File: src/rtl/sync_gen_pkg.sv
// Shared types and default geometry for the sync signal generator.
// Frame regions, default frame size, counter width helper.
package sync_gen_pkg;

  typedef enum logic [1:0] {
    ST_IDLE,
    ST_V_PRE,
    ST_ACTIVE,
    ST_V_POST
  } state_t;

  localparam int DEF_COLS    = 320;
  localparam int DEF_ROWS    = 240;
  localparam int DEF_H_BLANK = 64;
  localparam int DEF_V_PRE   = 2;
  localparam int DEF_V_POST  = 8;

  function automatic int cnt_bits(input int n);
    return (n > 1) ? $clog2(n) : 1;
  endfunction

  function automatic int max3(input int a, input int b, input int c);
    int m;
    m = a;
    if (b > m) m = b;
    if (c > m) m = c;
    return m;
  endfunction

endpackage

File: src/rtl/sync_gen_line_timer.sv
// Horizontal position counter for one line.
// Holds at zero while stopped; pulses wrap on the last cycle of a line.
module sync_gen_line_timer
  import sync_gen_pkg::*;
#(
  parameter int LINE = DEF_COLS + DEF_H_BLANK,
  parameter int HW   = cnt_bits(LINE)
) (
  input  logic          clk,
  input  logic          reset,
  input  logic          run,
  output logic [HW-1:0] h,
  output logic          wrap
);

  localparam logic [HW-1:0] H_LAST = HW'(LINE - 1);

  logic [HW-1:0] h_q;
  logic [HW-1:0] h_d;

  assign wrap = run && (h_q == H_LAST);
  assign h    = h_q;

  // Next horizontal position: count while running, wrap at end of line.
  always_comb begin
    h_d = h_q;
    if (!run || wrap) begin
      h_d = '0;
    end else begin
      h_d = h_q + HW'(1);
    end
  end

  // Horizontal position register.
  always_ff @(posedge clk) begin
    if (reset) begin
      h_q <= '0;
    end else begin
      h_q <= h_d;
    end
  end

endmodule

File: src/rtl/sync_signals_generator.sv
// Frame/row sync generator: region FSM, line counter, output decode.
// All outputs are pure decodes of registered state and counters.
module sync_signals_generator
  import sync_gen_pkg::*;
#(
  parameter int COLS     = DEF_COLS,
  parameter int H_BLANK  = DEF_H_BLANK,
  parameter int ROWS     = DEF_ROWS,
  parameter int V_PRE    = DEF_V_PRE,
  parameter int V_POST   = DEF_V_POST,
  parameter int COL_BITS = 9,
  parameter int ROW_BITS = 8
) (
  input  logic                clk,
  input  logic                reset,
  input  logic                en,
  output logic                fsync_out,
  output logic                rsync_out,
  output logic [COL_BITS-1:0] col_idx,
  output logic [ROW_BITS-1:0] row_idx,
  output logic                frame_start,
  output logic                frame_done
);

  localparam int LINE = COLS + H_BLANK;
  localparam int HW   = cnt_bits(LINE);
  localparam int VMAX = max3(ROWS, V_PRE, V_POST);
  localparam int VW   = cnt_bits(VMAX);

  localparam logic [VW-1:0] PRE_LAST  = VW'(V_PRE - 1);
  localparam logic [VW-1:0] ROW_LAST  = VW'(ROWS - 1);
  localparam logic [VW-1:0] POST_LAST = VW'(V_POST - 1);
  localparam logic [HW:0]   COLS_C    = (HW + 1)'(COLS);

  localparam state_t FIRST = (V_PRE > 0) ? ST_V_PRE : ST_ACTIVE;

  if (ROWS > 2 ** ROW_BITS || COLS > 2 ** COL_BITS) begin : g_bad_geom
    $error("ROWS/COLS do not fit in ROW_BITS/COL_BITS");
  end

  state_t        state_q;
  state_t        state_d;
  logic [VW-1:0] v_q;
  logic [VW-1:0] v_d;
  logic [HW-1:0] h;
  logic          wrap;
  logic          run;

  assign run = (state_q != ST_IDLE);

  sync_gen_line_timer #(
    .LINE (LINE),
    .HW   (HW)
  ) u_line_timer (
    .clk   (clk),
    .reset (reset),
    .run   (run),
    .h     (h),
    .wrap  (wrap)
  );

  // Region sequencing and line count, advanced on each line wrap.
  always_comb begin
    state_d = state_q;
    v_d     = v_q;
    unique case (state_q)
      ST_IDLE: begin
        if (en) begin
          state_d = FIRST;
          v_d     = '0;
        end
      end
      ST_V_PRE: begin
        if (wrap) begin
          if (v_q == PRE_LAST) begin
            state_d = ST_ACTIVE;
            v_d     = '0;
          end else begin
            v_d = v_q + VW'(1);
          end
        end
      end
      ST_ACTIVE: begin
        if (wrap) begin
          if (v_q == ROW_LAST) begin
            v_d = '0;
            if (V_POST > 0) begin
              state_d = ST_V_POST;
            end else begin
              state_d = en ? FIRST : ST_IDLE;
            end
          end else begin
            v_d = v_q + VW'(1);
          end
        end
      end
      ST_V_POST: begin
        if (wrap) begin
          if (v_q == POST_LAST) begin
            v_d     = '0;
            state_d = en ? FIRST : ST_IDLE;
          end else begin
            v_d = v_q + VW'(1);
          end
        end
      end
      default: begin
        state_d = ST_IDLE;
        v_d     = '0;
      end
    endcase
  end

  // State and line counter registers.
  always_ff @(posedge clk) begin
    if (reset) begin
      state_q <= ST_IDLE;
      v_q     <= '0;
    end else begin
      state_q <= state_d;
      v_q     <= v_d;
    end
  end

  assign fsync_out = (state_q == ST_ACTIVE);
  assign rsync_out = fsync_out && ({1'b0, h} < COLS_C);
  assign col_idx   = rsync_out ? COL_BITS'(h) : '0;
  assign row_idx   = fsync_out ? ROW_BITS'(v_q) : '0;

  assign frame_start = fsync_out && (h == '0) && (v_q == '0);

  assign frame_done = wrap && ((V_POST > 0) ?
    ((state_q == ST_V_POST) && (v_q == POST_LAST)) :
    ((state_q == ST_ACTIVE) && (v_q == ROW_LAST)));

endmodule

File: config.mk
export PLATFORM = sky130hd
export DESIGN_NAME = sync_signals_generator
export DESIGN_NICKNAME = d
export VERILOG_FILES = /design/src/rtl/sync_gen_pkg.sv /design/src/rtl/sync_gen_line_timer.sv /design/src/rtl/sync_signals_generator.sv
export SDC_FILE = /design/constraint.sdc
export NUM_CORES = 1
export LEC_CHECK = 0
export ABC_AREA = 1
export BUFFER_PORTS_ARGS = -buffer_cell sky130_fd_sc_hd__buf_2
export CAP_MARGIN = 10
export CORE_MARGIN = 4
export CORE_UTILIZATION = 50
export DETAILED_ROUTE_END_ITERATION = 10
export HOLD_SLACK_MARGIN = 0.03
export PLACE_DENSITY = 0.73
export SKIP_LAST_GASP = 1
export SYNTH_ARGS = -nofsm -noshare
export SYNTH_HDL_FRONTEND = slang
export SYNTH_SLANG_ARGS = --single-unit
File: constraint.sdc
create_clock -name clk -period 3.3 [get_ports clk]
set_input_delay 0.33 -clock clk [delete_from_list [all_inputs] [get_ports clk]]
set_output_delay 0.33 -clock clk [all_outputs]
set_load 0.02 [all_outputs]
==> flow_summary.yaml, run 1 <==
drt:
  num_vias: 1229
  drtIter0Drc: 45
  wirelength_mm: 2.65
  ant_nets: 0
  firstDrtPassIters: 4
  post_drt_via_cell_ratio: 4.76
  drcViolationCount: 0
  wl_per_cell_um: 10.3
power:
  clockPowerShare: 0.132
  pwr-share-comb: 0.544
  power_leakage_nw: 0.769
  p_seq_frac: 0.324
  swShare: 0.493
  p_int_w: 0.000453
  p_sw_w: 0.000440
  ir_drop_uv: 415
  p_per_area_nw_per_um2: 605
cells_and_area:
  postLayoutCellArea_um2: 1480
  fin_nets: 242
  final_util: 0.591
  fillCellCount: 261
  synthToLayoutAreaGrowth_pct: 12.5
  drive_gt1_frac: 0.171
  antenna_cells: 0
floorplanning:
  fp.dieW_um: 59.2
  start_util: 0.525
  die_h_um: 59.2
  pin_count: 24
  rows: 18
  die_area_um2: 3510
  core_area_um2: 2500
sta:
  finalCritPeriodShare: 0.756
  hold_viol_final: 0
  drv_slew: 0
  skew_ns: 0.00151
  fmax_mhz: 401
  min_period_ns: 2.49
  fin_tns_setup_ns: 0
  worstMarginPinSlew_ns: 0.468
  setup_violations: 0
  rsz0062_at_grt: "no"
  slew_headroom: 0.688
run:
  max-cap-violations: 0
placed_design:
  hpwl_mm: 2.04
  io_buffers: 23
  gp_congestion: 0.805
  postPlaceCellArea_um2: 1450
global_routing:
  overflow: 0
  grt_pass1_vias: 1170
  track_usage: 0.175
  grt_pass1_wl_mm: 4.80
  grt_max_degree: 17
  antenna_found_initial: 0
setup_path:
  reg2reg_slack_ns: 1.23
  critPathLaunchType: "flop"
  cp_num_cells: 7
  rr_worst_depth: 10
  worst-path-max-fanout: 13
  worstReg2RegStart: "state_q[0]$_SDFFE_PP0P_"
  crit_type: "flop to primary output"
  path_cells: "inv_1, ha_1, inv_1, a21oi_1, inv_1, nor2_1, buf_2"
  path_delay_family: "buffers and inverters"
  cp.required_ns: 2.97
  timing.rr.end: "state_q[1]$_SDFFE_PP0P_"
  crit_top_cell: "inv_1"
  crit_path_max_incr_delay_ns: 0.46
  cp_slowest_cell: "ha_1"
  cp-endpoint: "col_idx[3]"
  crit_path_end_kind: "primary output"
  path_buf_inv: 4
  arrival_ns: 2.16
  crit_path_start: "state_q[0]$_SDFFE_PP0P_"
clock_network:
  cts_root_buffer: "clkbuf_4"
  tritoncts: "yes"
  clk_latency_ns: 0.29
  clockBufferDepth: 2
  numCtsBuffers: 3
  ctsHoldBuffers: 0
  h-tree-depth: 1
  cts_num_sinks: 19
  cts_setup_buffers: 0
  post_cts_resized: 0
  clk_pin_slew_ns: 0.11
yosys:
  avgSynthCellArea_um2: 6.47
  async_reset_ff_frac: 0
  synth-seq-cells: 19
  yosysWarnings: 0
  syn_inst: 203
  ys.flop_type: "dfxtp_1"
  synth_area_um2: 1310
  synth_fp_nets: 216
  synth-edff-count: 0
  ys_seq_area_frac: 0.290
  synth.distinct_cells: 25
run_status:
  outcome: "complete, no violations"
min_path:
  worstHoldPathType: "primary input to flop"
==> state kept, by name, indices dropped and copies added (netlist names) <==
signal	count
u_line_timer.h	9
v_q	8
state_q	2
==> layout make-up <==
class                      count  area [um2]  share of cell area
timing repair buffer          23         115              0.0780
clock buffer                   3        22.5              0.0153
inverter                      42         158               0.107
multi-input combinational    140         758               0.514
tap                           30        37.5              0.0254
clock inverter                 1        5.00             0.00339
sequential                    19         380               0.258
==> power groups by stage <==
stage	sequential [W]	clock, W	combinational [W]
2_1_floorplan	0.000287	0	0.000401
3_3_place_gp	0.000293	0	0.000478
3_5_place_dp	0.000294	0	0.000485
4_1_cts	0.000289	0.000125	0.000488
5_1_grt	0.000294	0.000133	0.000566
6_report	0.000289	0.000118	0.000486
==> stage by stage <==
step	hold slack (ns)	power [W]	instances	worst slack [ns]
2_1_floorplan	0.399	0.000688	203	0.914
5_1_grt	0.193	0.000993	258	0.584
3_5_place_dp	0.454	0.000779	254	1.17
3_3_place_gp	0.443	0.000772	254	1.26
6_report	0.193	0.000893	258	0.807
4_1_cts	0.178	0.000902	258	0.817
==> worst min-delay path by stage <==
stage                                   end  slack [ns]                          from  cells after the start
4_1_cts             state_q[0]$_SDFFE_PP0P_        0.18                         reset                      2
3_5_place_dp   u_line_timer.h[0]$_SDFF_PP0_        0.45  u_line_timer.h[0]$_SDFF_PP0_                      1
3_3_place_gp   u_line_timer.h[0]$_SDFF_PP0_        0.44  u_line_timer.h[0]$_SDFF_PP0_                      1
6_report            state_q[0]$_SDFFE_PP0P_        0.19                         reset                      2
5_1_grt             state_q[0]$_SDFFE_PP0P_        0.19                         reset                      2
2_1_floorplan       state_q[0]$_SDFFE_PP0P_        0.40                         reset                      1
==> cell usage after synthesis, types with 2 or more instances <==
library cell / number / area [um2]
a21oi_1: 7 / 35.0
inv_2: 2 / 7.51
inv_1: 40 / 150
or2_2: 2 / 12.5
nand3_1: 17 / 85.1
nand2_1: 45 / 169
xor2_1: 6 / 52.6
o21ai_0: 4 / 20.0
nor3_1: 4 / 20.0
nor4_1: 2 / 12.5
ha_1: 10 / 125
dfxtp_1: 19 / 380
nand3_2: 3 / 30.0
nor2_1: 30 / 113
nand4_1: 2 / 12.5
==> per-layer routing <==
metal	up-vias	GRT usage	wire [um]
met4	0	0.0680	19
met2	21	0.306	1290
met1	536	0.214	1230
li1	670	-	-
met3	2	0.0240	111
met5	-	0	0
==> layout by cell type, fill, tap and decap left out, types with 2 or more instances in the layout <==
master,netlist,final
nand2_1,45,45
inv_1,40,40
ha_1,10,10
or2_2,2,2
nor3_1,4,4
nand3_2,3,3
clkbuf_4,0,3
nand3_1,17,17
nor4_1,2,2
buf_2,1,23
inv_2,2,2
nand4_1,2,2
a21oi_1,7,7
xor2_1,6,6
nor2_1,30,30
o21ai_0,4,4
dfxtp_1,19,19
==> cell families (layout without fill, tap and decap cells) <==
group                    Yosys count  in the layout  share of synthesized area
AND/OR/NAND/NOR                  110            110                      0.382
buffers and inverters             44             69                      0.133
flip-flops                        19             19                      0.290
AO/OA/AOI/OAI                     14             14                     0.0601
adder cells (fa/ha/maj)           10             10                     0.0953
XOR/XNOR                           6              6                     0.0400
Note: power is estimated with default switching activity, not from simulation.
==> run 2, diff against run 1 <==
--- a/config.mk
+++ b/config.mk
@@ -5,7 +5,7 @@
 export SDC_FILE = /design/constraint.sdc
 export NUM_CORES = 1
 export LEC_CHECK = 0
-export ABC_AREA = 1
+export ABC_AREA = 0
 export BUFFER_PORTS_ARGS = -buffer_cell sky130_fd_sc_hd__buf_2
 export CAP_MARGIN = 10
 export CORE_MARGIN = 4
==> constraint.sdc (replaced) <==
create_clock -name clk -period 2.5 [get_ports clk]
set_input_delay 0.25 -clock clk [delete_from_list [all_inputs] [get_ports clk]]
set_output_delay 0.25 -clock clk [all_outputs]
set_load 0.02 [all_outputs]
==> run 2 against run 1 <==
Count of clock-buffer cells in the layout grew 1; core utilization grew 2.7 points; critical path depth is the same; non-clock buffer count grew 1; sequential share of layout area grew 1.1 points; routed wire length grew 1.4%; critical endpoint is now v_q[5]$_SDFFE_PP0P_; largest power group unchanged.
==> flow_summary.yaml, run 2 <==
sta:
  min_period_ns: 2.13
  rsz0062_at_grt: "no"
  skew_ns: 0.00358
  fin_tns_setup_ns: 0
  setup_violations: 0
  slew_headroom: 0.675
  finalCritPeriodShare: 0.853
  worstMarginPinSlew_ns: 0.486
  fmax_mhz: 469
  hold_viol_final: 0
  fin_hold_ws_ns: 0.175
  drv_slew: 0
clock_network:
  clk_pin_slew_ns: 0.11
  ctsHoldBuffers: 0
  clk_latency_ns: 0.30
  clockBufferDepth: 2
  tritoncts: "yes"
  cts_num_sinks: 19
  cts_setup_buffers: 0
  cts_root_buffer: "clkbuf_4"
  numCtsBuffers: 3
  h-tree-depth: 1
  post_cts_resized: 0
cells_and_area:
  antenna_cells: 0
  drive_gt1_frac: 0.206
  final_util: 0.617
  layout_commonest_cell: "buf_2"
  mostFrequentLayoutCells: "buf_2, nor2_1, dfxtp_1"
  fin_cells: 203
  synthToLayoutAreaGrowth_pct: 12.8
  largest_reg_flops: 9
  fin_nets: 189
yosys:
  synth-seq-cells: 19
  synth_top_family_by_area: "simple AND/OR/NAND/NOR gates"
  synth_fa_ha_area_frac: 0.0996
  avgSynthCellArea_um2: 8.32
  synth.distinct_cells: 37
  synth-edff-count: 0
  ys.flop_type: "dfxtp_1"
  yosysWarnings: 0
  synth_fp_nets: 164
  syn_inst: 151
  synth-simple-area-share: 0.348
  synth_top_area_frac: 0.303
  synth_area_um2: 1260
  synth_compound_area_frac: 0.119
  ys_seq_area_frac: 0.303
  ys_top_cells_by_area: "dfxtp_1, ha_1, and3_1"
  yosysTopAreaCell: "dfxtp_1"
  async_reset_ff_frac: 0
  synth-xor-area-share: 0.0837
  muxShareOfSynthArea: 0
  yosys-top-cells-count: "dfxtp_1, nor2_1, and3_1, and2_1"
setup_path:
  worst-path-max-fanout: 7
  crit_type: "flop to flop"
  cp.required_ns: 2.69
  arrival_ns: 2.32
  reg2reg_slack_ns: 0.37
  critPathLaunchType: "flop"
  crit_path_end_kind: "flop"
min_path:
  worstHoldPathType: "primary input to flop"
run:
  max-cap-violations: 0
drt:
  wl_per_cell_um: 13.2
  wirelength_mm: 2.68
  wl_met3_um: 140
  drcViolationCount: 0
  top_layer: "met4"
  firstDrtPassIters: 4
  met1Wirelength_mm: 1.16
  drtIter0Drc: 44
  ant_nets: 0
  wl_met2_mm: 1.37
  num_vias: 1134
  post_drt_via_cell_ratio: 5.59
placed_design:
  io_buffers: 23
  hpwl_mm: 2.10
  gp_congestion: 0.845
  place_inst: 199
floorplanning:
  pin_count: 24
  core_area_um2: 2300
  fp.dieW_um: 58.1
  die_h_um: 58.1
  start_util: 0.547
  rows: 17
  die_area_um2: 3380
power:
  ir_drop_uv: 509
  p_per_area_nw_per_um2: 684
  power_leakage_nw: 0.632
  total_power_w: 0.000969
global_routing:
  track_usage: 0.163
  overflow: 0
  grt_pass1_vias: 1030
  grt_pass1_wl_mm: 4.32
  grt_max_degree: 23
  antenna_found_initial: 0
run_status:
  outcome: "complete, no violations"
==> run 2: changes by cell type after synthesis, moves of 5 or more <==
cell	change
nand3_1	-9
xnor2_1	+5
nor2_1	-11
inv_1	-30
and3_1	+12
and2_1	+11
nand2_1	-37
==> run 2: worst paths after layout <==
check	startpoint	end	depth (start not counted)
max	state_q[0]$_SDFFE_PP0P_	v_q[5]$_SDFFE_PP0P_	7
min	reset	state_q[0]$_SDFFE_PP0P_	2
max reg2reg	state_q[0]$_SDFFE_PP0P_	v_q[5]$_SDFFE_PP0P_	7
min reg2reg	u_line_timer.h[0]$_SDFF_PP0_	u_line_timer.h[0]$_SDFF_PP0_	1
==> run 2: cell families after synthesis <==
group                      Yosys count
and+or+nand+nor                     79
DFF                                 19
AOI/OAI and AO/OA                   17
buffers and inverters               14
xor gates and xnor gates            12
adders and majority gates           10
==> run 2: through the flow <==
step                area (um2)  setup slack (ns)
finish                    1420             0.368
detailed placement        1390             0.376
global placement          1390             0.486
global route              1420             0.210
CTS                       1420             0.359
floorplan                 1260             0.492
==> run 2: cell type report <==
type,count,area (um2)
clock buffer,4,26.3
fill,202,880
inverter,10,37.5
multi-input combinational,118,816
sequential,19,380
tap,28,35.0
timing repair buffer,24,123
==> run 2: power by group <==
part / total, W / internal (W) / leakage [nW] / switching [W]
sequential: 0.000349 / 0.000324 / 0.153 / 0.0000250
combinational: 0.000465 / 0.000175 / 0.463 / 0.000290
clock: 0.000155 / 0.0000621 / 0.0150 / 0.0000930
==> run 2: critical path: stages, from the launching register on <==
cell and delay [ns]:
dfxtp_1 0.39, inv_1 0.12, ha_1 0.22, or3_1 0.44, o21ai_2 0.29, nand2_1 0.18
o21ai_2 0.29, nor2_1 0.09
==> run 2: layer usage <==
| metal | vias up | track usage |
|---|---|---|
| li1 | 576 | - |
| met5 | - | 0 |
| met3 | 2 | 0.0535 |
| met2 | 23 | 0.303 |
| met1 | 533 | 0.176 |
| met4 | 0 | 0.0430 |
==> run 3, diff against run 2 <==
--- a/config.mk
+++ b/config.mk
@@ -13,6 +13,7 @@
 export DETAILED_ROUTE_END_ITERATION = 10
 export HOLD_SLACK_MARGIN = 0.03
 export PLACE_DENSITY = 0.73
+export REMOVE_ABC_BUFFERS = 1
 export SKIP_LAST_GASP = 1
 export SYNTH_ARGS = -nofsm -noshare
 export SYNTH_HDL_FRONTEND = slang
==> constraint.sdc (replaced) <==
create_clock -name clk -period 2.5 [get_ports clk]
set_input_delay 0.25 -clock clk [delete_from_list [all_inputs] [get_ports clk]]
set_output_delay 0.25 -clock clk [all_outputs]
set_load 0.01 [all_outputs]
==> run 3 against run 2 <==
Hold slack worse by 0.020 ns; largest cell class unchanged; count of clock-buffer cells in the layout unchanged; clock power up 5%; clock skew up 0.0030 ns; global-route usage up 1.0 points; highest routed layer unchanged.
==> flow_summary.yaml, run 3 (synthesis gave the netlist of run 2 again) <==
run_status:
  outcome: "complete, no violations"
clock_network:
  clockBufferDepth: 2
  post_cts_resized: 0
  cts_setup_buffers: 0
  cts_num_sinks: 19
  numCtsBuffers: 3
  ctsHoldBuffers: 0
  h-tree-depth: 1
  cts_root_buffer: "clkbuf_4"
  tritoncts: "yes"
  clk_pin_slew_ns: 0.11
  clk_latency_ns: 0.31
cells_and_area:
  fin_cells: 203
  antenna_cells: 0
  postLayoutCellArea_um2: 1420
  fin_nets: 189
  final_util: 0.617
  drive_gt1_frac: 0.206
  synthToLayoutAreaGrowth_pct: 12.8
  largest_reg_flops: 9
  layout_commonest_cell: "buf_2"
  mostFrequentLayoutCells: "buf_2, nor2_1, dfxtp_1"
sta:
  worstMarginPinSlew_ns: 0.492
  rsz0062_at_grt: "no"
  fmax_mhz: 456
  skew_ns: 0.00663
  fin_tns_setup_ns: 0
  drv_slew: 0
  slew_headroom: 0.671
  hold_viol_final: 0
  setup_violations: 0
  finalCritPeriodShare: 0.878
  min_period_ns: 2.19
run:
  max-cap-violations: 0
drt:
  drtIter0Drc: 54
  ant_nets: 0
  wirelength_mm: 2.75
  post_drt_via_cell_ratio: 5.61
  drcViolationCount: 0
  num_vias: 1138
  firstDrtPassIters: 4
  wl_per_cell_um: 13.5
floorplanning:
  die_area_um2: 3380
  pin_count: 24
  die_h_um: 58.1
  start_util: 0.547
  rows: 17
  core_area_um2: 2300
  fp.dieW_um: 58.1
power:
  ir_drop_uv: 494
  p_per_area_nw_per_um2: 685
  power_leakage_nw: 0.632
global_routing:
  grt_pass1_wl_mm: 4.62
  track_usage: 0.174
  antenna_found_initial: 0
  overflow: 0
  grt_pass1_vias: 1037
  grt_max_degree: 23
min_path:
  worstHoldPathType: "primary input to flop"
  min-delay-start: "reset"
setup_path:
  worst-path-max-fanout: 7
  reg2reg_slack_ns: 0.31
  crit_type: "flop to flop"
  rr_worst_depth: 7
  timing.rr.end: "v_q[6]$_SDFFE_PP0P_"
  path_cells: "inv_1, ha_1, or3_1, o21ai_2, nand2_1, o21ai_2, nor2_1"
  critPathLaunchType: "flop"
  worstReg2RegStart: "state_q[0]$_SDFFE_PP0P_"
  cp-endpoint: "v_q[6]$_SDFFE_PP0P_"
  arrival_ns: 2.39
  cp.required_ns: 2.70
  cp_slowest_cell: "or3_1"
  crit_path_start: "state_q[0]$_SDFFE_PP0P_"
  crit_path_end_kind: "flop"
  crit_path_max_incr_delay_ns: 0.44
  crit_top_cell: "o21ai_2"
placed_design:
  hpwl_mm: 2.06
  place_inst: 199
  postPlaceCellArea_um2: 1390
  gp_congestion: 0.822
  io_buffers: 23
-- run 3: cell type report --
class	count	area [um2]
inverter	10	37.5
sequential	19	380
tap	28	35.0
clock buffer	4	26.3
fill	213	880
multi-input combinational	118	816
timing repair buffer	24	123
-- run 3: through the flow --
step           hold WS [ns]  setup slack, ns  power, W
2_1_floorplan         0.316            0.413  0.000697
4_1_cts               0.150            0.301  0.000975
6_report              0.155            0.305  0.000972
3_3_place_gp          0.458            0.500  0.000789
5_1_grt               0.164            0.122   0.00104
3_5_place_dp          0.469            0.327  0.000812
-- run 3: worst min path at each step --
stage | endpoint | cells past startpoint
CTS | state_q[0]$_SDFFE_PP0P_ | 2
global route | state_q[0]$_SDFFE_PP0P_ | 2
global placement | u_line_timer.h[0]$_SDFF_PP0_ | 1
detailed placement | u_line_timer.h[0]$_SDFF_PP0_ | 1
finish | state_q[0]$_SDFFE_PP0P_ | 2
floorplan | state_q[0]$_SDFFE_PP0P_ | 1
-- run 3: worst max-delay path: cells and delay by family, from the launching register on --
kind                     cells  cell delay [ns]
AO/OA/AOI/OAI                2             0.60
flip-flops                   1             0.39
buffers and inverters        1             0.13
AND/OR/NAND/NOR              3             0.72
adder cells (fa/ha/maj)      1             0.24
-- run 3: layer usage --
layer  global-route usage  share of wire  wire, um
met5                    0              0         0
met4               0.0927          0.023        63
met3               0.0290          0.064       176
met2                0.290           0.47      1290
met1                0.211           0.44      1220
-- run 3: power breakdown --
part           internal, W  total [W]  switching (W)  leakage, nW
combinational     0.000175   0.000459       0.000284        0.463
sequential        0.000324   0.000350      0.0000257        0.153
clock            0.0000623   0.000163       0.000101       0.0150
